[config.mk]
export PLATFORM = sky130hd
export DESIGN_NAME = four_way_arbiter_flat
export DESIGN_NICKNAME = d
export VERILOG_FILES = /design/src/rtl/four_way_arbiter_if.sv /design/src/rtl/four_way_arbiter.sv /design/src/flat_wrapper.sv
export SDC_FILE = /design/constraint.sdc
export NUM_CORES = 1
export LEC_CHECK = 0
export ABC_AREA = 1
export BUFFER_PORTS_ARGS = -buffer_cell sky130_fd_sc_hd__buf_2
export CORE_MARGIN = 3
export CORE_UTILIZATION = 55
export DETAILED_ROUTE_END_ITERATION = 8
export PLACE_DENSITY = 0.75
export SYNTH_ARGS = -nofsm -noshare
export SYNTH_HDL_FRONTEND = slang
export SYNTH_SLANG_ARGS = --single-unit
[constraint.sdc]
create_clock -name clk_sys -period 2.5 [get_ports clk_sys]
set_input_delay 0.5 -clock clk_sys [delete_from_list [all_inputs] [get_ports clk_sys]]
set_output_delay 0.5 -clock clk_sys [all_outputs]
set_load 0.02 [all_outputs]
[src/rtl/four_way_arbiter_if.sv]
// Joystick arbiter bus: sample strobe, raw/filtered directions and shared mode.
// The master drives the raw side; the arbiter (slave) drives the filtered side.
interface four_way_arbiter_if #(
  parameter int unsigned PLAYERS = 2
);
  logic                   ce;
  logic [4*PLAYERS-1:0]   dirinput;
  logic [3:0]             m_mode;
  logic [4*PLAYERS-1:0]   diroutput;
  logic [PLAYERS-1:0]     diag_active;

  modport master (
    output ce, dirinput, m_mode,
    input  diroutput, diag_active
  );

  modport slave (
    input  ce, dirinput, m_mode,
    output diroutput, diag_active
  );
endinterface

[src/rtl/four_way_arbiter.sv]
// Multi-player 4-way joystick filter: cancels opposing directions and resolves
// diagonals by true press order (per-direction saturating press-age counters).
module four_way_arbiter #(
  parameter int unsigned PLAYERS              = 2,
  parameter int unsigned AGE_W                = 8,
  parameter bit          PDIP_FAVOR_DIRECTION = 1'b0
) (
  input  logic               clk_sys,
  input  logic               reset,
  four_way_arbiter_if.slave  bus
);
  localparam int unsigned DIR_W = 4 * PLAYERS;

  localparam logic [3:0] MODE_PREDICTION = 4'd1;
  localparam logic [3:0] MODE_CORRECTION = 4'd2;
  localparam logic [3:0] MODE_VERTICAL   = 4'd3;
  localparam logic [3:0] MODE_HORIZONTAL = 4'd4;
  localparam logic [3:0] MODE_CLEAR      = 4'd5;

  localparam logic [3:0] MASK_V = 4'b1100;
  localparam logic [3:0] MASK_H = 4'b0011;

  wire  [DIR_W-1:0]   w_dir_nxt;
  wire  [PLAYERS-1:0] w_diag_nxt;
  logic               w_enabled;
  logic [DIR_W-1:0]   r_diroutput;
  logic [PLAYERS-1:0] r_diag_active;

  // Unknown mode codes 6..15 behave as DISABLED
  assign w_enabled = (bus.m_mode >= MODE_PREDICTION) && (bus.m_mode <= MODE_CLEAR);

  for (genvar p = 0; p < PLAYERS; p++) begin : g_player
    logic [3:0]       w_raw;
    logic [3:0]       w_c;
    logic [3:0]       w_res;
    logic             w_diag;
    logic             w_diag_on;
    logic             w_keep_v;
    logic [AGE_W-1:0] w_v_age;
    logic [AGE_W-1:0] w_h_age;
    logic [AGE_W-1:0] r_age     [4];
    logic [AGE_W-1:0] w_age_nxt [4];

    assign w_raw = bus.dirinput[4*p +: 4];

    // Post-update ages: saturate while held, clear on release
    always_comb begin
      for (int d = 0; d < 4; d++) begin
        if (!w_raw[d]) begin
          w_age_nxt[d] = '0;
        end else if (&r_age[d]) begin
          w_age_nxt[d] = r_age[d];
        end else begin
          w_age_nxt[d] = r_age[d] + AGE_W'(1);
        end
      end
    end

    always_ff @(posedge clk_sys) begin
      if (reset) begin
        r_age <= '{default: '0};
      end else if (bus.ce) begin
        r_age <= w_age_nxt;
      end
    end

    always_comb begin
      w_c = w_raw;
      if (w_raw[3] && w_raw[2]) w_c[3:2] = 2'b00;
      if (w_raw[1] && w_raw[0]) w_c[1:0] = 2'b00;
      w_diag  = (|w_c[3:2]) && (|w_c[1:0]);
      w_v_age = w_c[3] ? w_age_nxt[3] : w_age_nxt[2];
      w_h_age = w_c[1] ? w_age_nxt[1] : w_age_nxt[0];

      // Exact ties (incl. both saturated) fall back to the favored axis
      w_keep_v = PDIP_FAVOR_DIRECTION;
      if (w_v_age != w_h_age) begin
        w_keep_v = (bus.m_mode == MODE_PREDICTION) ? (w_v_age < w_h_age)
                                                   : (w_v_age > w_h_age);
      end

      w_res     = w_c;
      w_diag_on = 1'b0;
      if (!w_enabled) begin
        w_res = w_raw;
      end else if (w_diag) begin
        w_diag_on = 1'b1;
        case (bus.m_mode)
          MODE_PREDICTION,
          MODE_CORRECTION: w_res = w_keep_v ? (w_c & MASK_V) : (w_c & MASK_H);
          MODE_VERTICAL:   w_res = w_c & MASK_V;
          MODE_HORIZONTAL: w_res = w_c & MASK_H;
          default:         w_res = 4'b0000;
        endcase
      end
    end

    assign w_dir_nxt[4*p +: 4] = w_res;
    assign w_diag_nxt[p]       = w_diag_on;
  end

  always_ff @(posedge clk_sys) begin
    if (reset) begin
      r_diroutput   <= '0;
      r_diag_active <= '0;
    end else if (bus.ce) begin
      r_diroutput   <= w_dir_nxt;
      r_diag_active <= w_diag_nxt;
    end
  end

  assign bus.diroutput   = r_diroutput;
  assign bus.diag_active = r_diag_active;
endmodule

[src/flat_wrapper.sv]
// flat-port wrapper written by rule: the top's interface ports become plain ports
module four_way_arbiter_flat 
#(
  parameter int unsigned PLAYERS              = 2,
  parameter int unsigned AGE_W                = 8,
  parameter bit          PDIP_FAVOR_DIRECTION = 1'b0
)
  (clk_sys, reset, bus_ce, bus_dirinput, bus_m_mode, bus_diroutput, bus_diag_active);
  four_way_arbiter_if #(.PLAYERS(PLAYERS)) bus_i ();
  input  logic clk_sys;
  input  logic reset;
  input wire logic [$bits(bus_i.ce)-1:0] bus_ce;
  input wire logic [$bits(bus_i.dirinput)-1:0] bus_dirinput;
  input wire logic [$bits(bus_i.m_mode)-1:0] bus_m_mode;
  output wire logic [$bits(bus_i.diroutput)-1:0] bus_diroutput;
  output wire logic [$bits(bus_i.diag_active)-1:0] bus_diag_active;
  assign bus_i.ce = bus_ce;
  assign bus_i.dirinput = bus_dirinput;
  assign bus_i.m_mode = bus_m_mode;
  assign bus_diroutput = bus_i.diroutput;
  assign bus_diag_active = bus_i.diag_active;
  four_way_arbiter #(.PLAYERS(PLAYERS), .AGE_W(AGE_W), .PDIP_FAVOR_DIRECTION(PDIP_FAVOR_DIRECTION)) u_core (.clk_sys(clk_sys), .reset(reset), .bus(bus_i));
endmodule
==> impl.org <==
** Worst setup path
- In this run the register-to-register setup slack is -180 ps.
- For this run, the slowest stage of the critical path takes 370 ps.
- Cell type of the slowest stage on the worst timing path :: sky130_fd_sc_hd__dfxtp_2
- Startpoint Class :: register
- Traced cell by cell, the critical path runs through ha_4 -> nand2_1 -> inv_2 -> nand3_4 -> nor2_4 -> inv_2 -> buf_4 -> o21ai_1 -> mux2i_1 -> ha_2 -> inv_2 -> nand2_2 -> nand2_2 -> nand2_2 -> nand2_2 -> nand2_2 -> nand2_1 -> nand2_1 -> nand3_1 -> nand2_1 -> nand2_2 -> nand2_2 -> a21oi_2.
- Highest net fanout along the worst path :: 5
- The worst register-to-register path has a depth of 23.
- The worst setup path is of the reg2reg kind.
- Endpoint kind of the worst setup timing path :: register
- In this run the worst setup path begins at u_core.g_player[0].r_age[16]$_SDFFE_PP0P_.
- The endpoint identified for the worst register-to-register timing path is u_core.bus.diroutput[1]$_SDFFE_PP0P_.
- At the worst endpoint, the arrival time is 2970 ps.
- Origin of the critical flop-to-flop path :: u_core.g_player[0].r_age[16]$_SDFFE_PP0P_
- Top cell by count, worst path :: sky130_fd_sc_hd__nand2_2
- Required time of the worst setup path :: 2790 ps

** Power and ir drop
- Peak supply drop :: 0.298 mV
- For this design the static power due to leakage is 0.00293 uW.
- Power density relative to cell area :: 451 nW/um^2

** Min path
- Hold Path Sink :: u_core.g_player[1].r_age[6]$_SDFFE_PP0P_
- WHS Path Cells :: 2
- The worst hold path begins at reset.
- The worst hold path belongs to the class in2reg.

** Global routing
- Vias in the first global route :: 5358
- Number of antenna violations at the first check in global routing :: 0
- Met2 track utilization from global routing :: 47.4%
- Met3 track demand over resource :: 4.60%
- In the global route stage, overall resource usage came out at 28.1%.
- For this run the aggregate overflow at the end of global routing stands at 0.
- GRT busiest layer :: met2
- First-pass GRT wire length :: 24000 um
- For this run, global-route usage on met1 was measured as 36.3%.
- Entering global routing, the biggest net connects 57 pins.

** Yosys
- During synthesis, Yosys emitted a total of 0 warnings.
- For this run, the register share of the synthesized area comes to 28.6%.
- Total nets after synthesis :: 823
- After synthesis, the mean cell area works out to 6.68 um^2.
- In this run, distinct cell masters in the synthesized netlist total 40.
- Share of async-settable or async-resettable flops after synthesis :: 0%
- Post-Syn Instances :: 776
- Top_reg_cell synth :: sky130_fd_sc_hd__dfxtp_1
- Register bit count reported by yosys :: 74
- Mapped cell area :: 5190 um^2
- EDFF count, synth :: 0

** Clocking
- Max H-tree Level :: 3
- In this run the clock root is driven by a sky130_fd_sc_hd__clkbuf_8.
- Longest Clk Path Bufs :: 2
- Clock latency on the worst-skew pair :: 360 ps
- Hold repair after CTS inserted 0 buffers.
- Number of sinks handled by clock tree synthesis :: 74
- TritonCTS Buffers :: 9
- Clock transition at the register clock pins on the worst setup and hold paths after CTS :: 90 ps
- TritonCTS built the clock tree.

** Die
- The initial utilization of the core area, before any placement, comes to 58.1%.
- Die Ht :: 103 um
- Site Rows :: 34
- Top-level I/O count :: 25
- The die covers 10600 um^2.
- In this run the standard cell core region covers 8930 um^2.
- Width of the die :: 103 um

** Drt
- Summed over all layers, the routed wires come to 15600 um.
- Total vias in the final route :: 5781
- DR iter-0 viols :: 358
- ANT nets after route :: 0
- In the final routed layout, each cell accounts on average for 15.7 um.
- The pre-antenna-repair detailed-routing pass consisted of 5 iterations.
- For this run, design rule violations remaining after detail routing come to 0.
- In the routed layout, each cell is associated on average with a via count of 5.83.

** Timing
- Setup repair after global routing could not meet its margin everywhere.
- Pins over their slew limit :: 0
- Setup violators final :: 8
- Post-route minimum period :: 2680 ps
- Worst-margin pin slew :: 687 ps
- Worst hold slack :: 328 ps
- Clock Skews :: 9.29 ps
- For this run, the top clock speed supported by timing is 0.374 GHz.
- Once routing completed, OpenROAD measured the worst setup slack at -176 ps.
- Part of the cycle the worst path needs :: 107%
- Number of endpoints with negative hold slack in the final report :: 0
- In this run the tightest slew margin relative to its limit is 53.9%.

** Final layout
- Total area of sequential cells :: 1520 um^2
- Net count reported at finish :: 926
- Diode count :: 0
- Cell Count, Final, Fillers Out :: 992
- The layout has 643 filler cells.
- Compared with the post-synthesis result, the final layout area differs by 30.7%.
- Share of layout cells above drive strength 1 :: 34.2%
- With fillers left out, the area of the finished cells amounts to 6780 um^2.
- Area of combinational cells with multiple inputs :: 3680 um^2

** Place
- Detailed placement ended at an HPWL of 9950 um.
- Buffers on Ports :: 24
- In this run the cell area measured after placement is 5690 um^2.
- Placed instance count :: 924
- RePlAce Congestion :: 0.870

** Run status
- Run status :: finished, violations left
- Violated checks :: setup timing

** Job
- Reported max-cap violation count :: 0
power by group:
part / internal (uW) / total [uW] / leakage, uW / switching (uW)
clock network: 488 / 985 / 0.0000945 / 497
registers: 1250 / 1330 / 0.000619 / 79.8
logic: 301 / 741 / 0.00222 / 440
total: 2040 / 3060 / 0.00293 / 1020
worst max-delay path, delay by kind of cell, from the launching register on:
family                     cells  cell delay [ps]
buffers and inverters          4              370
adders and majority gates      2              350
muxes                          1              130
and+or+nand+nor               14             1050
DFF                            1              370
AOI/OAI and AO/OA              2              310
cell type report:
type / count / area share, %
clock buffer: 10 / 2.03
clock inverter: 6 / 0.978
inverter: 91 / 5.22
multi-input combinational: 582 / 54.3
sequential: 74 / 22.4
tap: 108 / 1.99
timing repair buffer: 121 / 13.1
per-layer routing:
layer / vias up / part of all wire (%)
met3: 43 / 5.8
li1: 2828 / -
met4: 0 / 2.3
met2: 227 / 48
met5: - / 0
met1: 2683 / 44
flip-flops by register name (all words and copies together), names as in the netlist:
| name | flops |
|---|---|
| u_core.g_player.r_age | 64 |
| u_core.bus.diag_active | 2 |
| u_core.bus.diroutput | 8 |
placed cells by master (no fill, tap or decap), types with 15 or more instances in the layout:
| cell type | count |
|---|---|
| sky130_fd_sc_hd__buf_4 | 93 |
| sky130_fd_sc_hd__nor2_1 | 46 |
| sky130_fd_sc_hd__a21oi_2 | 20 |
| sky130_fd_sc_hd__nand2_2 | 21 |
| sky130_fd_sc_hd__inv_1 | 73 |
| sky130_fd_sc_hd__nor2_2 | 20 |
| sky130_fd_sc_hd__o21ai_0 | 93 |
| sky130_fd_sc_hd__ha_1 | 20 |
| sky130_fd_sc_hd__buf_2 | 23 |
| sky130_fd_sc_hd__nand2_1 | 111 |
| sky130_fd_sc_hd__dfxtp_1 | 55 |
| sky130_fd_sc_hd__a21oi_1 | 80 |
| sky130_fd_sc_hd__nand3_1 | 32 |
| sky130_fd_sc_hd__o21ai_1 | 20 |
| sky130_fd_sc_hd__o21ai_2 | 15 |
repair_timing:
item,in CTS,in global routing
endpoints found under the setup margin,8,11
pin swaps,30,48
resized for setup,50,104
buffers inserted,38,17
logic make-up (layout without fill, tap and decap cells):
kind of cell,count (synthesis),in the layout,share of synthesized area [%]
simple gates,280,280,25.9
compound gates,252,252,25.8
buf+inv,120,228,8.81
flops,74,74,28.6
fa+ha+maj,32,32,7.72
xor+xnor,14,14,2.36
mux,4,4,0.772
how the worst max path moves through the flow:
stage,endpoint,depth (start not counted),slack [ps]
floorplan,u_core.bus.diroutput[0]$_SDFFE_PP0P_,16,70
global placement,u_core.bus.diroutput[4]$_SDFFE_PP0P_,20,-50
detailed placement,u_core.bus.diroutput[5]$_SDFFE_PP0P_,20,-150
CTS,u_core.bus.diroutput[5]$_SDFFE_PP0P_,24,-70
global route,u_core.bus.diroutput[1]$_SDFFE_PP0P_,21,-330
finish,u_core.bus.diroutput[1]$_SDFFE_PP0P_,23,-180
metrics by stage:
step	setup TNS (ps)	total power, uW	util [%]	setup slack [ps]
6_report	-961	3060	75.9	-176
5_1_grt	-2100	3200	75.9	-330
4_1_cts	-136	2950	70.7	-69.4
3_5_place_dp	-898	1930	63.7	-149
3_3_place_gp	-303	1900	63.7	-54.1
2_1_floorplan	0	1730	-	65.3
cells in the mapped netlist (6+ instances only):
| library cell | instances | area (um^2) |
|---|---|---|
| sky130_fd_sc_hd__nand2_1 | 132 | 495 |
| sky130_fd_sc_hd__o21ai_0 | 107 | 536 |
| sky130_fd_sc_hd__a21oi_1 | 96 | 480 |
| sky130_fd_sc_hd__inv_1 | 77 | 289 |
| sky130_fd_sc_hd__dfxtp_1 | 74 | 1480 |
| sky130_fd_sc_hd__nor2_1 | 59 | 221 |
| sky130_fd_sc_hd__nand3_1 | 37 | 185 |
| sky130_fd_sc_hd__ha_1 | 32 | 400 |
| sky130_fd_sc_hd__clkbuf_1 | 23 | 86.3 |
| sky130_fd_sc_hd__o21ai_1 | 20 | 100 |
| sky130_fd_sc_hd__inv_2 | 11 | 41.3 |
| sky130_fd_sc_hd__o211ai_1 | 10 | 75.1 |
| sky130_fd_sc_hd__nor2_2 | 9 | 56.3 |
| sky130_fd_sc_hd__nor2_4 | 9 | 101 |
| sky130_fd_sc_hd__xor2_1 | 8 | 70.1 |
| sky130_fd_sc_hd__nand4_1 | 7 | 43.8 |
| sky130_fd_sc_hd__xnor2_1 | 6 | 52.6 |
(Power assumes the default switching activity.)
